File: src/rtl/wb_rr_arbiter.sv
// ============================================================================
// Module      : wb_rr_arbiter
// Description : Two-master / one-slave Wishbone classic round-robin arbiter.
//               Optional burst-length preemption: WB_ARB_BURST_LIMIT_EN.
// Revision    : 1.0 - initial release
// ============================================================================
`default_nettype none

module wb_rr_arbiter #(
    parameter int AW        = 32,
    parameter int DW        = 32,
    parameter int MAX_BURST = 64
) (
    input  logic            clk,
    input  logic            nrst,
    input  logic            m0_cyc,
    input  logic            m0_stb,
    input  logic            m0_we,
    input  logic [AW-1:0]   m0_adr,
    input  logic [DW-1:0]   m0_dat_w,
    input  logic [DW/8-1:0] m0_sel,
    output logic            m0_ack,
    output logic [DW-1:0]   m0_dat_r,
    input  logic            m1_cyc,
    input  logic            m1_stb,
    input  logic            m1_we,
    input  logic [AW-1:0]   m1_adr,
    input  logic [DW-1:0]   m1_dat_w,
    input  logic [DW/8-1:0] m1_sel,
    output logic            m1_ack,
    output logic [DW-1:0]   m1_dat_r,
    output logic            s_cyc,
    output logic            s_stb,
    output logic            s_we,
    output logic [AW-1:0]   s_adr,
    output logic [DW-1:0]   s_dat_w,
    output logic [DW/8-1:0] s_sel,
    input  logic            s_ack,
    input  logic [DW-1:0]   s_dat_r,
    output logic [1:0]      gnt
);

    typedef enum logic [1:0] {
        IDLE = 2'd0,
        GNT0 = 2'd1,
        GNT1 = 2'd2
    } state_t;

    state_t fsm_q, fsm_d;
    logic   last_q, last_d;
    logic   w_revoke;

`ifdef WB_ARB_BURST_LIMIT_EN
    localparam int CW = (MAX_BURST > 0) ? $clog2(MAX_BURST + 1) : 1;

    logic [CW-1:0] ack_cnt_q, ack_cnt_d;

    // Preempt only once the burst budget is spent and the other master waits.
    always_comb begin
        w_revoke = 1'b0;
        if ((MAX_BURST > 0) && (ack_cnt_q == CW'(MAX_BURST))) begin
            case (fsm_q)
                GNT0:    w_revoke = m1_cyc;
                GNT1:    w_revoke = m0_cyc;
                default: w_revoke = 1'b0;
            endcase
        end
    end

    always_comb begin
        ack_cnt_d = ack_cnt_q;
        if (fsm_d != fsm_q) begin
            ack_cnt_d = '0;
        end else if ((m0_ack || m1_ack) && (ack_cnt_q != CW'(MAX_BURST))) begin
            ack_cnt_d = ack_cnt_q + 1'b1;
        end
    end

    always_ff @(posedge clk or negedge nrst) begin
        if (!nrst) begin
            ack_cnt_q <= '0;
        end else begin
            ack_cnt_q <= ack_cnt_d;
        end
    end
`else
    assign w_revoke = 1'b0;
`endif

    always_comb begin
        fsm_d  = fsm_q;
        last_d = last_q;
        case (fsm_q)
            IDLE: begin
                if (m0_cyc && m1_cyc) begin
                    fsm_d = last_q ? GNT0 : GNT1;
                end else if (m0_cyc) begin
                    fsm_d = GNT0;
                end else if (m1_cyc) begin
                    fsm_d = GNT1;
                end
            end
            GNT0: begin
                if (!m0_cyc) begin
                    fsm_d = m1_cyc ? GNT1 : IDLE;
                end else if (w_revoke) begin
                    fsm_d = GNT1;
                end
            end
            GNT1: begin
                if (!m1_cyc) begin
                    fsm_d = m0_cyc ? GNT0 : IDLE;
                end else if (w_revoke) begin
                    fsm_d = GNT0;
                end
            end
            default: fsm_d = IDLE;
        endcase
        if (fsm_d == GNT0) begin
            last_d = 1'b0;
        end else if (fsm_d == GNT1) begin
            last_d = 1'b1;
        end
    end

    always_ff @(posedge clk or negedge nrst) begin
        if (!nrst) begin
            fsm_q  <= IDLE;
            last_q <= 1'b1;
        end else begin
            fsm_q  <= fsm_d;
            last_q <= last_d;
        end
    end

    // Slave-side mux; cyc/stb are masked during a preemption cycle.
    always_comb begin
        s_cyc   = 1'b0;
        s_stb   = 1'b0;
        s_we    = 1'b0;
        s_adr   = '0;
        s_dat_w = '0;
        s_sel   = '0;
        gnt     = 2'b00;
        case (fsm_q)
            GNT0: begin
                s_cyc   = m0_cyc & ~w_revoke;
                s_stb   = m0_stb & ~w_revoke;
                s_we    = m0_we;
                s_adr   = m0_adr;
                s_dat_w = m0_dat_w;
                s_sel   = m0_sel;
                gnt     = 2'b01;
            end
            GNT1: begin
                s_cyc   = m1_cyc & ~w_revoke;
                s_stb   = m1_stb & ~w_revoke;
                s_we    = m1_we;
                s_adr   = m1_adr;
                s_dat_w = m1_dat_w;
                s_sel   = m1_sel;
                gnt     = 2'b10;
            end
            default: ;
        endcase
    end

    // Acks reach the granted master only, and only while its cycle is live.
    always_comb begin
        m0_ack   = 1'b0;
        m1_ack   = 1'b0;
        m0_dat_r = s_dat_r;
        m1_dat_r = s_dat_r;
        case (fsm_q)
            GNT0:    m0_ack = s_ack & m0_cyc & ~w_revoke;
            GNT1:    m1_ack = s_ack & m1_cyc & ~w_revoke;
            default: ;
        endcase
    end

endmodule

`default_nettype wire

File: config.mk
export PLATFORM = sky130hd
export DESIGN_NAME = wb_rr_arbiter
export DESIGN_NICKNAME = d
export VERILOG_FILES = /design/src/rtl/wb_rr_arbiter.sv
export SDC_FILE = /design/constraint.sdc
export NUM_CORES = 1
export LEC_CHECK = 0
export BUFFER_PORTS_ARGS = -buffer_cell sky130_fd_sc_hd__buf_2
export CORE_AREA = 2 2 124 126
export DETAILED_ROUTE_END_ITERATION = 7
export DIE_AREA = 0 0 126 128
export GPL_ROUTABILITY_DRIVEN = 1
export SYNTH_ARGS = -nofsm -noshare
export SYNTH_HDL_FRONTEND = slang
export SYNTH_SLANG_ARGS = --single-unit
File: constraint.sdc
create_clock -name clk -period 2.6 [get_ports clk]
set_clock_uncertainty 0.05 [all_clocks]
set_input_delay 0.39 -clock clk [delete_from_list [all_inputs] [get_ports clk]]
set_output_delay 0.39 -clock clk [all_outputs]
set_load 0.02 [all_outputs]
==> impl_summary.txt, run 1 <==
----------------------------------------------------
[Worst setup path]
  Critical Path RT ... around 2.2 ns
  Peak fanout along the critical path ... 20
  Type of the worst setup path ... flop to output port
  Cell breakdown of the critical path ... inv_1 > ha_2 > buf_4 > a22oi_1 > nor2b_1 > buf_2
  Crit-path max cell delay ... roughly 0.44 ns
  Critical Path Start Type ... flop
  Setup slack of the most critical reg-to-reg path ... 0.62 ns
  Cell with the biggest individual delay on the critical path ... dfrtp_1
  Critical Path End Type ... output port
  Endpoint arrival time on the critical path ... approximately 2 ns

[Timing]
  Relative slew slack ... 76.21%
  Final Worst Setup Slack ... 0.1847 ns
  Unrepaired setup endpoints after global routing ... no
  Min Tclk post-route ... around 2.4 ns
  Hold WS ... 0.4199 ns
  Final setup TNS ... 0 ns
  Fin. max-slew vios ... 0
  Final setup vio count ... 0
  Count of final hold-check violations ... 0
  Share of the clock period used by the worst path after layout ... about 93%
  Maximum operating frequency ... between 0.4 and 0.5 GHz
  Pin slew with the least headroom to its limit ... 0.3569 ns

[Place]
  Worst slack at placement ... a little over 0.4 ns
  Number of port buffers ... 219
  Dpl hpwl ... roughly 6.3 mm
  Final weighted congestion in routability-driven placement ... ~0.74

[Final layout]
  Most frequent standard cell in the layout excluding fill and tap cells ... buf_2
  Fraction of final layout cells sized beyond drive strength 1 ... 57.35%
  Multi-input combinational cell area ... 1197 um2
  Number of inserted filler cells in the final layout ... roughly 1700
  Post-layout nets ... 593
  Highest-count cells in the layout ignoring fill and taps ... buf_2, nor2b_1, a22oi_1
  Storage cell area ... 76.32 um2
  Antenna fix cells ... 0
  Area Growth Syn to Fin ... 49.90%

[Clock network]
  Clock buffer depth ... 2
  Root Buffer Master ... clkbuf_16
  Clock input transition at the sequential cells of the worst setup and hold paths ... roughly 0.030 ns
  TritonCTS clock tree ... built
  TritonCTS sink count ... 3
  Clock latency reported for the late side of the worst-skew pair ... roughly 0.22 ns
  Deepest level of the CTS H-tree ... 1
  Num CTS Buffers ... 3

[Die]
  Boundary Pins ... around 320
  Floorplan die height ... around 130 um
  Horizontal die dimension ... around 130 um
  Starting utilization of the core area ... between 10 and 15%
  Std-Cell Rows ... between 40 and 50
  Core area ... between 10000 and 15000 um2
  Die Area ... 16130 um2

[Route]
  Vias ... 2400
  Post-DR vias/cell ... a little over 4
  Wire length per cell ... 12.92 um
  Pre-Repair DR Iteration Count ... 4
  Initial DRC count ... about 110
  DR DRC count ... 0
  Antenna viol nets, final ... 0
  Drt total wl ... about 7.7 mm

[GRT]
  GR Overflow Total ... 0
  Gr usage total ... ~8.4%
  Number of antenna violations at the first check in global routing ... 0
  Pin count of the biggest net entering global routing ... slightly above 70
  Via count of the first global-routing pass ... 2203
  Wire length of the first global-routing pass ... ~11 mm

[Synthesis]
  Total standard cell area after synthesis ... approximately 1900 um2
  Number of different library cells in the post-synthesis netlist ... 26
  Mean Syn Cell Area ... 7.123 um2
  Number of enable flip-flop cells after synthesis ... 0
  Instance count of the mapped netlist ... 264
  Net count of the mapped netlist ... between 400 and 500
  Share of synthesized flip-flops with an asynchronous set or reset ... 100.0%
  Post-synthesis sequential area ratio ... around 4%
  Number of synthesized register bits ... 3
  Top_reg_cell synth ... dfrtp_1
  Total number of yosys warnings ... 0

[Run status]
  Status ... complete, no violations

[Hold path]
  Kind of path behind the tightest hold check ... flop to flop

[Power and ir drop]
  Static leakage ... 0.001432 uW
  Power, Total ... about 3000 uW
  Power density over cell area ... 1057 nW/um2
  Maximum VDD drop ... ~0.35 mV

[Flow run]
  Max-cap violation count ... 0

----------------------------------------------------
==> metrics by stage <==
stage               cell area (um2)  instances  util (%)
CTS                            2819        596     18.96
detailed placement             2730        591     18.37
finish                         2819        596     18.96
global placement               2730        591     18.37
global route                   2819        596     18.96
floorplan                      1881        264         -
==> flip-flops by register name, summed over array words and instances (netlist names) <==
| name | flops |
|---|---|
| fsm_q | 2 |
| last_q | 1 |
==> layer usage <==
metal	GRT usage [%]	part of all wire, %	wire length, um	up-vias
met5	0	0	0	-
met4	4.460	4.4	342	0
met3	1.920	10	800	39
met2	15.59	50	3839	170
met1	8.782	35	2721	1035
li1	-	-	-	1156
==> cells by family after synthesis <==
logic type	Yosys count	synth area share [%]
AO/OA/AOI/OAI	80	31.87
flip-flops	3	4.059
adder cells (fa/ha/maj)	7	4.657
buffers and inverters	92	32.67
AND/OR/NAND/NOR	82	26.75
==> Yosys cell counts (2+ instances only) <==
master,instances,area (um2)
a22oi_1,71,533.0
and3_1,2,12.51
buf_2,14,70.07
buf_4,65,488.0
clkbuf_1,7,26.28
dfrtp_1,2,50.05
ha_1,7,87.58
inv_1,4,15.01
nand2_1,2,7.510
nand2b_1,2,12.51
nand3_1,2,10.01
nor2b_1,72,450.4
==> critical path: cells and delay by family, from the launching register on <==
| kind | cells | cell delay (ns) |
|---|---|---|
| adder cells (fa/ha/maj) | 1 | 0.42 |
| AO/OA/AOI/OAI | 1 | 0.13 |
| flip-flops | 1 | 0.44 |
| AND/OR/NAND/NOR | 1 | 0.13 |
| buffers and inverters | 3 | 0.63 |
==> cell type report <==
class | instances | share of cell area [%]
tap | 188 | 8.344
clock buffer | 4 | 2.796
multi-input combinational | 169 | 42.48
timing repair buffer | 228 | 43.14
sequential | 3 | 2.708
inverter | 4 | 0.5326
==> path summary, 6_finish.rpt <==
| kind | from | to | cells after the start |
|---|---|---|---|
| max | fsm_q[1]$_DFF_PN0_ | s_adr[17] | 6 |
| min | last_q$_DFFE_PN1P_ | last_q$_DFFE_PN1P_ | 2 |
| max reg2reg | fsm_q[0]$_DFF_PN0_ | last_q$_DFFE_PN1P_ | 7 |
| min reg2reg | last_q$_DFFE_PN1P_ | last_q$_DFFE_PN1P_ | 2 |
| max in group asynchronous | nrst | last_q$_DFFE_PN1P_ | 2 |
| min in group asynchronous | nrst | fsm_q[0]$_DFF_PN0_ | 2 |
==> power breakdown <==
part	internal [uW]	switching, uW	leakage, uW
sequential	77.2	27.0	0.0000359
combinational	1110	1520	0.00136
clock	202	39.6	0.0000382
==> timing repair <==
action                     4_1_cts  5_1_grt
resized for setup                0        0
hold buffers                     1        0
setup endpoints to repair        0        0
setup buffers                    0        0
hold endpoints to repair         2        0
(Power assumes the default switching activity.)
==> run 2: changes to the inputs <==
--- a/config.mk
+++ b/config.mk
@@ -5,10 +5,10 @@
 export SDC_FILE = /design/constraint.sdc
 export NUM_CORES = 1
 export LEC_CHECK = 0
-export BUFFER_PORTS_ARGS = -buffer_cell sky130_fd_sc_hd__buf_2
 export CORE_AREA = 2 2 124 126
 export DETAILED_ROUTE_END_ITERATION = 7
 export DIE_AREA = 0 0 126 128
+export DONT_BUFFER_PORTS = 1
 export GPL_ROUTABILITY_DRIVEN = 1
 export SYNTH_ARGS = -nofsm -noshare
 export SYNTH_HDL_FRONTEND = slang
==> impl_summary.txt, run 2 (synthesis gave the netlist of run 1 again) <==
----------------------------------------------------
[Clock network]
  TritonCTS sink count ... 3
  Num CTS Buffers ... 3
  Clock latency reported for the late side of the worst-skew pair ... 0.22 ns
  Clock buffer depth ... 2
  Deepest level of the CTS H-tree ... 1
  TritonCTS clock tree ... built
  Clock input transition at the sequential cells of the worst setup and hold paths ... ~0.030 ns
  Root Buffer Master ... clkbuf_16

[Timing]
  Count of final hold-check violations ... 0
  Final Worst Setup Slack ... roughly 0.17 ns
  Maximum operating frequency ... about 0.4 GHz
  Relative slew slack ... 71.75%
  Pin slew with the least headroom to its limit ... 0.4228 ns
  Min Tclk post-route ... between 2 and 2.5 ns
  Final setup TNS ... 0 ns
  Share of the clock period used by the worst path after layout ... between 90% and 100%
  Unrepaired setup endpoints after global routing ... no
  Fin. max-slew vios ... 0
  Final setup vio count ... 0

[Die]
  Core area ... 14860 um2
  Starting utilization of the core area ... 12.65%
  Die Area ... 16130 um2
  Horizontal die dimension ... ~130 um
  Floorplan die height ... between 100 and 150 um
  Std-Cell Rows ... 45
  Boundary Pins ... between 300 and 400

[GRT]
  Pin count of the biggest net entering global routing ... 76
  Wire length of the first global-routing pass ... between 8 and 9 mm
  Gr usage total ... under 10%
  Number of antenna violations at the first check in global routing ... 1
  Via count of the first global-routing pass ... around 1500
  GR Overflow Total ... 0

[Power and ir drop]
  Switching part of the total power ... about 55%
  Power Internal ... 1205 uW
  Power density over cell area ... ~1400 nW/um2
  Sequential share of power ... under 10%
  Total net switching power ... about 1500 uW
  Combinational group share of total power ... ~87%
  Static leakage ... slightly below 0.0006 uW
  Relative contribution of the clock network to total power ... 9.1%
  Maximum VDD drop ... roughly 0.45 mV

[Route]
  Drt total wl ... about 6.6 mm
  Post-DR vias/cell ... between 4 and 5
  Initial DRC count ... 95
  Antenna viol nets, final ... 0
  Vias ... roughly 1800
  Pre-Repair DR Iteration Count ... 4
  Wire length per cell ... around 16 um
  DR DRC count ... 0

[Place]
  Final weighted congestion in routability-driven placement ... 0.7706
  Dpl hpwl ... 5.370 mm
  Placed standard-cell area ... around 1800 um2
  Worst slack at placement ... about 0.37 ns
  Number of port buffers ... 0

[Worst setup path]
  Type of the worst setup path ... flop to output port
  Critical Path RT ... roughly 2.2 ns
  Critical Path Start Type ... flop
  Setup slack of the most critical reg-to-reg path ... between 0.5 and 0.6 ns
  Reg2Reg Launch Point ... fsm_q[0]$_DFF_PN0_
  Endpoint arrival time on the critical path ... around 2 ns
  Worst reg-to-reg path cell count ... 8
  Endpoint of the worst-slack reg-to-reg timing path ... last_q$_DFFE_PN1P_
  Peak fanout along the critical path ... 24
  Critical Path End Type ... output port

[Hold path]
  Kind of path behind the tightest hold check ... primary input to flop
  Endpoint of the worst hold-timing path ... fsm_q[1]$_DFF_PN0_
  Launch point of the worst hold path ... m1_cyc
  Worst hold stages ... 1

[Final layout]
  Number of inserted filler cells in the final layout ... 1717
  Fraction of final layout cells sized beyond drive strength 1 ... 19.81%
  Register ranked first by flip-flop count ... fsm_q
  Highest-count cells in the layout ignoring fill and taps ... a22oi_1, nor2b_1, buf_4
  Most frequent standard cell in the layout excluding fill and tap cells ... a22oi_1
  Max reg flops ... 2
  Largest registers in the final layout ... fsm_q: 2 flops, last_q: 1 flops
  Total non-filler cell area in the finished layout ... 1896 um2
  Area Growth Syn to Fin ... 0.7985%
  Post-layout nets ... between 300 and 400

[Flow run]
  Max-cap violation count ... 0

[Run status]
  Status ... complete, no violations

----------------------------------------------------
-- run 2: worst max-delay path: stages (launching register included) --
cell     delay [ns]
dfrtp_1        0.46
inv_1          0.12
ha_2           0.50
buf_4          0.28
nor2b_1        0.40
-- run 2: power groups by stage --
stage                     Combinational, uW  Clock (uW)  Sequential (uW)
after floorplan                        1950           0             97.5
after global placement                 2330           0              102
after detailed placement               2360           0              105
after CTS                              2370         248              104
after global routing                   2520         254              110
final                                  2350         245              105
-- run 2: repair_timing --
| action | 4_1_cts | 5_1_grt |
|---|---|---|
| endpoints found under the setup margin | 0 | 4 |
| hold buffers | 1 | 0 |
| resized for setup | 0 | 4 |
| buffers inserted | 0 | 0 |
| endpoints found under the hold margin | 3 | 0 |
-- run 2: worst max-delay path by stage --
| stage | to | slack [ns] | startpoint | depth (start not counted) |
|---|---|---|---|---|
| 2_1_floorplan | s_adr[0] | 0.72 | fsm_q[1]$_DFF_PN0_ | 4 |
| 3_3_place_gp | s_adr[19] | 0.44 | fsm_q[1]$_DFF_PN0_ | 4 |
| 3_5_place_dp | s_adr[9] | 0.37 | fsm_q[1]$_DFF_PN0_ | 4 |
| 4_1_cts | s_adr[9] | 0.13 | fsm_q[1]$_DFF_PN0_ | 4 |
| 5_1_grt | s_dat_w[24] | 0.008 | fsm_q[1]$_DFF_PN0_ | 4 |
| 6_report | s_adr[6] | 0.17 | fsm_q[1]$_DFF_PN0_ | 4 |
-- run 2: per-stage QoR --
step                instances  util, %  power (uW)  hold slack (ns)
floorplan                 264        -        2050          0.04441
global placement          395    12.07        2427          0.04450
detailed placement        395    12.07        2462          0.04450
CTS                       400    12.67        2718           0.2782
global route              401    12.75        2890           0.3101
finish                    401    12.75        2699           0.2804
-- run 2: cell type report --
type,count,area [um2],share of cell area [%]
inverter,4,15.01,0.7921
clock buffer,4,78.83,4.158
antenna,1,2.502,0.1320
timing repair buffer,32,280.3,14.79
sequential,3,76.32,4.026
multi-input combinational,169,1207,63.70
tap,188,235.2,12.41
-- run 2: routing by layer --
layer	track usage [%]	wire, um	up-vias
met5	0	0	-
met2	11.51	3189	178
li1	-	-	764
met3	1.419	786	51
met1	6.569	2072	771
met4	6.529	543	0
==> run 3: changes to the inputs <==
--- a/config.mk
+++ b/config.mk
@@ -5,11 +5,13 @@
 export SDC_FILE = /design/constraint.sdc
 export NUM_CORES = 1
 export LEC_CHECK = 0
-export CORE_AREA = 2 2 124 126
+export ABC_AREA = 1
+export CORE_AREA = 2 2 123 125
 export DETAILED_ROUTE_END_ITERATION = 7
-export DIE_AREA = 0 0 126 128
+export DIE_AREA = 0 0 125 127
 export DONT_BUFFER_PORTS = 1
 export GPL_ROUTABILITY_DRIVEN = 1
+export SKIP_LAST_GASP = 1
 export SYNTH_ARGS = -nofsm -noshare
 export SYNTH_HDL_FRONTEND = slang
 export SYNTH_SLANG_ARGS = --single-unit
==> impl_summary.txt, run 3 <==
----------------------------------------------------
[Run status]
  Status ... complete, no violations

[Die]
  Starting utilization of the core area ... between 10 and 15%
  Die Area ... about 16000 um2
  Floorplan die height ... around 130 um
  Std-Cell Rows ... 44
  Boundary Pins ... 316
  Core area ... approximately 14000 um2
  Horizontal die dimension ... ~130 um

[Hold path]
  Launch point of the worst hold path ... m1_cyc
  Endpoint of the worst hold-timing path ... fsm_q[0]$_DFF_PN0_
  Kind of path behind the tightest hold check ... primary input to flop
  Worst hold stages ... 3

[Timing]
  Unrepaired setup endpoints after global routing ... no
  Min Tclk post-route ... approximately 2.4 ns
  Pin slew with the least headroom to its limit ... roughly 0.54 ns
  Final setup TNS ... 0 ns
  Relative slew slack ... around 64%
  Count of final hold-check violations ... 0
  Hold WS ... approximately 0.34 ns
  Final setup vio count ... 0
  Share of the clock period used by the worst path after layout ... approximately nine tenths
  Maximum operating frequency ... 0.4219 GHz
  Fin. max-slew vios ... 0

[Synthesis]
  Net count of the mapped netlist ... between 500 and 600
  Share of synthesized flip-flops with an asynchronous set or reset ... 100.0%
  Simple logic cell fraction of the synthesized area ... 32.61%
  Synth top area cells ... nand2_1, buf_4, a21oi_1
  Area fraction in compound gates after synthesis ... 21.61%
  Post-synthesis sequential area ratio ... 4.119%
  Total standard cell area after synthesis ... between 1500 and 2000 um2
  Xor/xnor share of the synthesized area ... 0%
  Top-area cell type share of the netlist area ... between 30% and 40%
  Most numerous cell types in the synthesized netlist ... nand2_1, buf_4, a21oi_1
  Number of synthesized register bits ... 3
  Mean Syn Cell Area ... around 5.5 um2
  Instance count of the mapped netlist ... 340
  Top_reg_cell synth ... dfrtp_1
  Largest family of logic cells by synthesized area ... buffers and inverters
  Multiplexer area fraction after synthesis ... 0%
  Adder-cell share of the synthesized area ... about 4.7%
  Cell type with the largest total area after synthesis ... nand2_1
  Total number of yosys warnings ... 0
  Most numerous cell in the Yosys netlist ... nand2_1
  Number of enable flip-flop cells after synthesis ... 0
  Number of different library cells in the post-synthesis netlist ... 19

[Route]
  Pre-Repair DR Iteration Count ... 5
  Vias ... between 1500 and 2000
  Drt total wl ... approximately 6.5 mm
  DR DRC count ... 0
  Wire length on met1 ... roughly 2.2 mm
  Post-DR vias/cell ... 4.039
  Initial DRC count ... just over 80
  Wire length per cell ... 13.98 um
  Antenna viol nets, final ... 0
  Uppermost signal routing layer after detailed routing ... met4
  Met3 wire length ... ~870 um
  WL met2 ... between 3 and 4 mm

[Clock network]
  Deepest level of the CTS H-tree ... 1
  Num CTS Buffers ... 3
  Clock input transition at the sequential cells of the worst setup and hold paths ... roughly 0.030 ns
  Clock buffer depth ... 2
  TritonCTS sink count ... 3
  Clock latency reported for the late side of the worst-skew pair ... around 0.22 ns
  Root Buffer Master ... clkbuf_16
  Setup bufs post-CTS ... 0
  TritonCTS clock tree ... built

[GRT]
  Pin count of the biggest net entering global routing ... 40
  Via count of the first global-routing pass ... ~1600
  Gr usage total ... under 10%
  Wire length of the first global-routing pass ... 8.507 mm
  Number of antenna violations at the first check in global routing ... 0
  GR Overflow Total ... 0

[Worst setup path]
  Number of buffers and inverters on the critical path ... 2
  Critical Path End Type ... output port
  Critical Path RT ... 2.16 ns
  Setup slack of the most critical reg-to-reg path ... roughly 0.52 ns
  Endpoint of the worst-slack reg-to-reg timing path ... last_q$_DFFE_PN1P_
  Crit-path max cell delay ... 0.45 ns
  Endpoint arrival time on the critical path ... roughly 1.9 ns
  Peak fanout along the critical path ... 39
  Critical Path Start Type ... flop
  Delay-heaviest family, CP ... buffers and inverters
  Reg2Reg Launch Point ... fsm_q[0]$_DFF_PN0_
  Worst reg-to-reg path cell count ... 10
  Cell with the biggest individual delay on the critical path ... a21oi_1
  Type of the worst setup path ... flop to output port
  Cell breakdown of the critical path ... inv_1 > ha_2 > buf_4 > nand2_1 > a21oi_1

[Final layout]
  Antenna fix cells ... 0
  Fraction of final layout cells sized beyond drive strength 1 ... between 10% and 20%
  Most frequent standard cell in the layout excluding fill and tap cells ... nand2_1
  Area Growth Syn to Fin ... -8.710%
  Highest-count cells in the layout ignoring fill and taps ... nand2_1, a21oi_1, buf_4
  Largest registers in the final layout ... fsm_q: 2 flops, last_q: 1 flops
  Register ranked first by flip-flop count ... fsm_q
  Max reg flops ... 2
  Post-layout nets ... around 470

[Power and ir drop]
  Power density over cell area ... approximately 1200 nW/um2
  Static leakage ... 0.0005612 uW
  Maximum VDD drop ... 0.5301 mV

[Flow run]
  Max-cap violation count ... 0

[Place]
  Final weighted congestion in routability-driven placement ... approximately 0.75
  Number of port buffers ... 0
  Dpl hpwl ... 5.522 mm

----------------------------------------------------
-- run 3: worst register-to-register path, stage by stage (launching register included) --
cell     delay (ns)
dfrtp_1        0.43
inv_1          0.15
ha_2           0.19
buf_4          0.34
nand2_2        0.12
nand2_1        0.07
nand2_1        0.04
nand2_1        0.08
o21ai_1        0.08
ha_1           0.28
o21ai_0        0.16
-- run 3: how the worst max path moves through the flow --
stage	depth (start not counted)	slack, ns	startpoint	to
2_1_floorplan	5	0.78	fsm_q[0]$_DFF_PN0_	s_adr[0]
3_3_place_gp	5	0.53	fsm_q[1]$_DFF_PN0_	s_dat_w[11]
3_5_place_dp	5	0.47	fsm_q[1]$_DFF_PN0_	s_dat_w[11]
4_1_cts	5	0.23	fsm_q[1]$_DFF_PN0_	s_dat_w[11]
5_1_grt	5	0.08	fsm_q[1]$_DFF_PN0_	s_dat_w[11]
6_report	5	0.23	fsm_q[1]$_DFF_PN0_	s_dat_w[11]
-- run 3: power by group --
group / leakage, uW / internal (uW) / switching, uW
registers: 0.0000362 / 75.3 / 25.8
logic: 0.000487 / 427 / 1330
clock network: 0.0000382 / 203 / 45.0
-- run 3: cell families after synthesis --
| group | count (synthesis) |
|---|---|
| simple gates | 158 |
| buf+inv | 94 |
| compound gates | 78 |
| fa+ha+maj | 7 |
| flops | 3 |
-- run 3: area by class of cell --
type / count / area, um2
inverters: 7 / 26.28
multi-input cells: 243 / 1097
flip-flops and latches: 3 / 76.32
fillers: 1693 / 12730
clock buffers: 4 / 78.83
well taps: 184 / 230.2
repair buffers: 24 / 182.7
-- run 3: timing repair --
action                     CTS  global route
gates resized for setup      0             0
hold buffers                 1             0
setup endpoints to repair    0             0
hold endpoints to repair     3             0
-- run 3: layer usage --
metal  GRT usage, %  up-vias
met1          7.261      793
met2          11.76      168
met5              0        -
met4          3.791        0
met3          2.136       27
li1               -      890
-- run 3: per-stage QoR --
| stage | util, % | setup WS (ns) | total power (uW) | std cells | area [um2] |
|---|---|---|---|---|---|
| floorplan | - | 0.7756 | 1756 | 340 | 1853 |
| global placement | 11.11 | 0.5299 | 1837 | 460 | 1603 |
| detailed placement | 11.11 | 0.4704 | 1866 | 460 | 1603 |
| CTS | 11.73 | 0.2277 | 2121 | 465 | 1692 |
| global route | 11.73 | 0.07993 | 2255 | 465 | 1692 |
| finish | 11.73 | 0.2298 | 2107 | 465 | 1692 |
